==> config.mk <==
export PLATFORM = sky130hd
export DESIGN_NAME = inst_fetch
export DESIGN_NICKNAME = d
export VERILOG_FILES = /design/src/rtl/mips_pkg.sv /design/src/rtl/next_pc.sv /design/src/rtl/inst_fetch.sv
export SDC_FILE = /design/constraint.sdc
export NUM_CORES = 1
export LEC_CHECK = 0
export BUFFER_PORTS_ARGS = -buffer_cell sky130_fd_sc_hd__buf_2
export CORE_MARGIN = 2
export CORE_UTILIZATION = 53
export CTS_BUF_LIST = sky130_fd_sc_hd__clkbuf_8 sky130_fd_sc_hd__clkbuf_16
export CTS_CLUSTER_DIAMETER = 200
export DETAILED_ROUTE_END_ITERATION = 10
export HOLD_SLACK_MARGIN = 0.05
export PLACE_DENSITY = 0.82
export SYNTH_ARGS = -nofsm -noshare
export SYNTH_HDL_FRONTEND = slang
export SYNTH_SLANG_ARGS = --single-unit
==> constraint.sdc <==
create_clock -name Clk -period 4.7 [get_ports Clk]
set_input_delay 0.94 -clock Clk [delete_from_list [all_inputs] [get_ports Clk]]
set_output_delay 0.94 -clock Clk [all_outputs]
set_load 0.01 [all_outputs]
==> src/rtl/mips_pkg.sv <==
// Shared MIPS definitions: opcode field constants and the fetch FSM state type.
// Latency: n/a (constants and types only).
// Backpressure: n/a.
package mips_pkg;

    // Primary opcode field values, Inst[31:26]
    localparam logic [5:0] OP_R   = 6'd0;
    localparam logic [5:0] OP_J   = 6'd2;
    localparam logic [5:0] OP_JAL = 6'd3;
    localparam logic [5:0] OP_BEQ = 6'd4;
    localparam logic [5:0] OP_BNE = 6'd5;
    localparam logic [5:0] OP_LW  = 6'd35;
    localparam logic [5:0] OP_SW  = 6'd43;

    typedef enum logic [1:0] {
        RESET_WAIT = 2'd0,
        REQ        = 2'd1,
        EXEC       = 2'd2,
        HALT       = 2'd3
    } fetch_state_t;

endpackage

==> src/rtl/next_pc.sv <==
// Next-PC selector: jump > taken branch (beq/bne) > sequential PC+4.
// Latency: purely combinational.
// Backpressure: none; the caller decides when the result is used.
//
// Ports:
//   pc_plus4          current PC + 4
//   jump_index        Inst[25:0] jump target field
//   imm_ext           sign-extended immediate (word offset for branches)
//   jump, branch, branch_not_equal, zero   decoder/ALU controls
//   npc               selected next PC
module next_pc (
    input  logic [31:0] pc_plus4,
    input  logic [25:0] jump_index,
    input  logic [31:0] imm_ext,
    input  logic        jump,
    input  logic        branch,
    input  logic        branch_not_equal,
    input  logic        zero,
    output logic [31:0] npc
);
    import mips_pkg::*;

    logic        taken;
    logic [31:0] branch_target;

    assign taken         = (branch & zero) | (branch_not_equal & ~zero);
    // Offset is in words; the shift drops imm_ext[31:30], wrapping mod 2^32.
    assign branch_target = pc_plus4 + (imm_ext << 2);

    always_comb begin
        npc = pc_plus4;
        if (jump) begin
            // Jump stays within the current 256 MB region of PC+4.
            npc = {pc_plus4[31:28], jump_index, 2'b00};
        end else if (taken) begin
            npc = branch_target;
        end
    end

endmodule

==> src/rtl/inst_fetch.sv <==
// Instruction fetch: PC register, memory request handshake, instruction register, next-PC update.
// Latency: Inst_Valid rises one cycle after the Imem_Ready cycle; minimum instruction period is 2 cycles.
// Backpressure: holds Imem_Req until Imem_Ready; MAX_WAIT stalled cycles or a misaligned next PC halts with Fetch_Err.
//
// Ports:
//   Clk, Reset_N            clock, asynchronous active-low reset
//   Imem_Req, Imem_Addr     memory read request and byte address (Imem_Addr == PC)
//   Imem_Ready, Imem_Data   memory response strobe and instruction word
//   Branch, Branch_Not_Equal, Jump, Zero, Imm_Ext   control/ALU inputs for the executing instruction
//   Inst, Inst_31_26        instruction register and its opcode field
//   PC_Plus4                PC + 4 (jal link value)
//   Inst_Valid              one-cycle execute strobe
//   Fetch_Err               sticky error, cleared only by reset
module inst_fetch
    import mips_pkg::*;
#(
    parameter logic [31:0] RESET_PC = 32'h0000_0000,
    parameter int          MAX_WAIT = 15
) (
    input  logic        Clk,
    input  logic        Reset_N,
    output logic        Imem_Req,
    output logic [31:0] Imem_Addr,
    input  logic        Imem_Ready,
    input  logic [31:0] Imem_Data,
    input  logic        Branch,
    input  logic        Branch_Not_Equal,
    input  logic        Jump,
    input  logic        Zero,
    input  logic [31:0] Imm_Ext,
    output logic [31:0] Inst,
    output logic [5:0]  Inst_31_26,
    output logic [31:0] PC_Plus4,
    output logic        Inst_Valid,
    output logic        Fetch_Err
);

    localparam int WCW = (MAX_WAIT < 2) ? 1 : $clog2(MAX_WAIT + 1);
    // Count value seen on the stalled cycle that reaches MAX_WAIT.
    localparam logic [WCW-1:0] WAIT_LAST = WCW'(MAX_WAIT - 1);

    fetch_state_t   state;
    logic [31:0]    pc;
    logic [31:0]    npc;
    logic [WCW-1:0] wait_cnt;

    assign Imem_Addr  = pc;
    assign PC_Plus4   = pc + 32'd4;
    assign Inst_31_26 = Inst[31:26];

    next_pc u_next_pc (
        .pc_plus4         (PC_Plus4),
        .jump_index       (Inst[25:0]),
        .imm_ext          (Imm_Ext),
        .jump             (Jump),
        .branch           (Branch),
        .branch_not_equal (Branch_Not_Equal),
        .zero             (Zero),
        .npc              (npc)
    );

    // Imem_Req and Inst_Valid are registered and set on entry to REQ/EXEC,
    // so they are already correct during the first cycle of each state.
    always_ff @(posedge Clk or negedge Reset_N) begin
        if (!Reset_N) begin
            state      <= RESET_WAIT;
            pc         <= RESET_PC;
            Inst       <= '0;
            Imem_Req   <= 1'b0;
            Inst_Valid <= 1'b0;
            Fetch_Err  <= 1'b0;
            wait_cnt   <= '0;
        end else begin
            case (state)
                RESET_WAIT: begin
                    state    <= REQ;
                    Imem_Req <= 1'b1;
                    wait_cnt <= '0;
                end
                REQ: begin
                    if (Imem_Ready) begin
                        Inst       <= Imem_Data;
                        Imem_Req   <= 1'b0;
                        Inst_Valid <= 1'b1;
                        state      <= EXEC;
                    end else if (wait_cnt == WAIT_LAST) begin
                        Fetch_Err <= 1'b1;
                        Imem_Req  <= 1'b0;
                        state     <= HALT;
                    end else begin
                        wait_cnt <= wait_cnt + 1'b1;
                    end
                end
                EXEC: begin
                    Inst_Valid <= 1'b0;
                    if (npc[1:0] != 2'b00) begin
                        // PC keeps its old value so the faulting instruction is visible.
                        Fetch_Err <= 1'b1;
                        state     <= HALT;
                    end else begin
                        pc       <= npc;
                        Imem_Req <= 1'b1;
                        wait_cnt <= '0;
                        state    <= REQ;
                    end
                end
                HALT: begin
                    Imem_Req   <= 1'b0;
                    Inst_Valid <= 1'b0;
                end
                default: begin
                    state <= HALT;
                end
            endcase
        end
    end

endmodule

==> results.json <==
{
  "drt_iter0_markers": 568,
  "antenna_left": 0,
  "syn_area_per_cell_um2": 8.83,
  "ios": 176,
  "outcome": "finished, final reports clean",
  "synth-seq-cells": 73,
  "ys_top_cells_by_area": "dfrtp_1, ha_1, mux2_2",
  "async_flop_share": 1.00,
  "finalWorstSetupSlack_ps": 704,
  "post_cts_resize_count": 0,
  "clockBufferDepth": 2,
  "num_rows": 37,
  "tightest_slew_ps": 920,
  "r2r_start": "Imem_Addr[2]",
  "synth_top_area_frac": 0.325,
  "die_x_um": 107,
  "design.core.area_um2": 10300,
  "dieArea_um2": 11500,
  "htreeDepth": 3,
  "worst-endpoint-arrival_ps": 4270,
  "synth_edf_count": 0,
  "cts_num_sinks": 73,
  "drive_above_1_share": 0.308,
  "diodes": 0,
  "ir_drop_uv": 329,
  "synth.distinct_cells": 67,
  "yosys_warnings": 0,
  "crit_fanout": 8,
  "routed_wl_mm": 16.5,
  "reg2reg_to": "Imem_Addr[31]",
  "nets": 916,
  "synth_area_um2": 5620,
  "rsz0062_at_grt": "no",
  "finalHoldViolations": 0,
  "synthTopCellsByCount": "nand2_1, dfrtp_1, nor2_1, o21ai_0, ha_1",
  "clk_latency_ps": 350,
  "fin_crit_sh": 0.850,
  "dp_hpwl_mm": 12.9,
  "reg2reg_slack_ps": 700,
  "wl_per_cell_um": 17.5,
  "gp_congestion": 0.972,
  "setup_tns_ps": 0,
  "p_per_area_nw_per_um2": 672,
  "postCtsSetupBuffers": 0,
  "cp-startpoint": "Imem_Addr[2]",
  "fin_hold_ws_ps": 494,
  "start_util": 0.545,
  "antenna_found_initial": 0,
  "critPathCapture": "Imem_Addr[31]",
  "report.power.total_mw": 4.53,
  "leakage_nw": 3.25,
  "hold_path.class": "register to register",
  "synth_most_common_cell": "nand2_1",
  "area_growth_pct": 19.9,
  "grt_pass1_vias": 5128,
  "fin_skew_ps": 14.3,
  "root_buffer": "clkbuf_8",
  "numCtsBuffers": 9,
  "syn_nets": 752,
  "track_usage": 0.287,
  "tritoncts": "yes",
  "maxSlewHeadroom": 0.386,
  "grt_first_pass_wirelength_mm": 25.9,
  "ys_seq_area_frac": 0.325,
  "post_drt_via_cell_ratio": 5.99,
  "path_class": "register to register",
  "finalSetupViolations": 0,
  "die_h_um": 107,
  "clk_pin_slew_ps": 80,
  "dr.pass1.iters": 7,
  "maxSlewViolCount": 0,
  "route.vias.total": 5638,
  "gr-total-overflow": 0,
  "critPathCaptureType": "register",
  "yosys_most_used_dff": "dfrtp_1",
  "fin_crit_ps": 4000,
  "grt_max_degree": 74,
  "dpl_worst_slack_ps": 795,
  "crit_required_ps": 4980,
  "portBuffers": 173,
  "critPathLaunchType": "register",
  "cts-hold-fix-buffers": 0,
  "yosys.area.top_type": "dfrtp_1",
  "netlist_instances": 637,
  "cap_violations": 0,
  "reg2regPathDepth": 16,
  "drc": 0,
  "clock.fmax_ghz": 0.250
}
## how the worst min path moves through the flow
stage	depth (start not counted)	endpoint	start
2_1_floorplan	2	wait_cnt[1]	wait_cnt[1]
6_report	1	Fetch_Err	Fetch_Err
3_5_place_dp	1	Fetch_Err	Fetch_Err
5_1_grt	1	Fetch_Err	Fetch_Err
4_1_cts	1	Fetch_Err	Fetch_Err
3_3_place_gp	1	Fetch_Err	Fetch_Err
## through the flow
step	util	std cells	cell area, µm²
finish	0.653	942	6740
global route	0.653	942	6740
detailed placement	0.638	926	6590
global placement	0.638	926	6590
CTS	0.653	942	6740
floorplan	-	637	5620
## sequential cells by signal, summed over array words and instances, names as in the netlist
register and flops:
Inst_Valid 1, state 2, Imem_Req 1, wait_cnt 4, Fetch_Err 1, Inst 32
Imem_Addr 32
## metal layers
| layer | global-route usage | vias to the layer above | wire, µm |
|---|---|---|---|
| met5 | 0 | - | 0 |
| met4 | 0.0918 | 0 | 336 |
| met3 | 0.0541 | 31 | 1490 |
| met2 | 0.442 | 283 | 7590 |
| met1 | 0.408 | 2675 | 7070 |
| li1 | - | 2649 | - |
## layout by cell type, fill, tap and decap left out, drive strengths merged, types with 3 or more instances in the layout
cell    count
buf       180
nand2      76
dfrtp      73
o21ai      48
nor2       47
a21oi      44
ha         43
xnor2      36
mux2       35
nand3      23
inv        20
xor2       16
a21o       15
nand4      12
or3        10
clkbuf      9
a31oi       8
o21bai      8
nor3        7
a211oi      7
and3        6
o31ai       6
nand2b      5
o211ai      5
and4        5
a221oi      5
and2        4
o21a        4
a31o        4
o22ai       4
clkinv      4
nor4        3
o211a       3
nand3b      3
nor2b       3
or2         3
## critical path: stages (launching register included)
cell	delay, ps
dfrtp_1	420
ha_1	240
and4_4	270
nand2_2	70
or3_4	430
nor2_1	190
xor2_1	320
ha_1	390
a21o_1	230
a21o_1	170
a21oi_1	140
nor2_1	60
o221ai_1	260
nand4_1	230
and4_1	250
o21ai_1	150
xnor2_1	140
## logic make-up after synthesis
kind of cell               Yosys count  synth area share
adders and majority gates           44            0.0992
and+or+nand+nor                    210             0.181
buffers and inverters               44            0.0349
xor gates and xnor gates            52            0.0810
muxes                               37            0.0736
AOI/OAI and AO/OA                  177             0.206
DFF                                 73             0.325
## power breakdown
group          switching, mW  total [mW]  internal (mW)  leakage [nW]
Combinational           1.61        2.84           1.23          2.28
Sequential             0.363        1.28          0.919         0.878
Clock                  0.226       0.408          0.182        0.0963
## area by class of cell
| cell class | instances | area, µm² |
|---|---|---|
| timing repair buffer | 180 | 921 |
| multi-input combinational | 520 | 3600 |
| inverter | 17 | 63.8 |
| clock inverter | 7 | 31.3 |
| sequential | 73 | 1830 |
| fill | 863 | 3580 |
| tap | 136 | 170 |
| clock buffer | 9 | 124 |
Power figures use the tool's default switching activity.
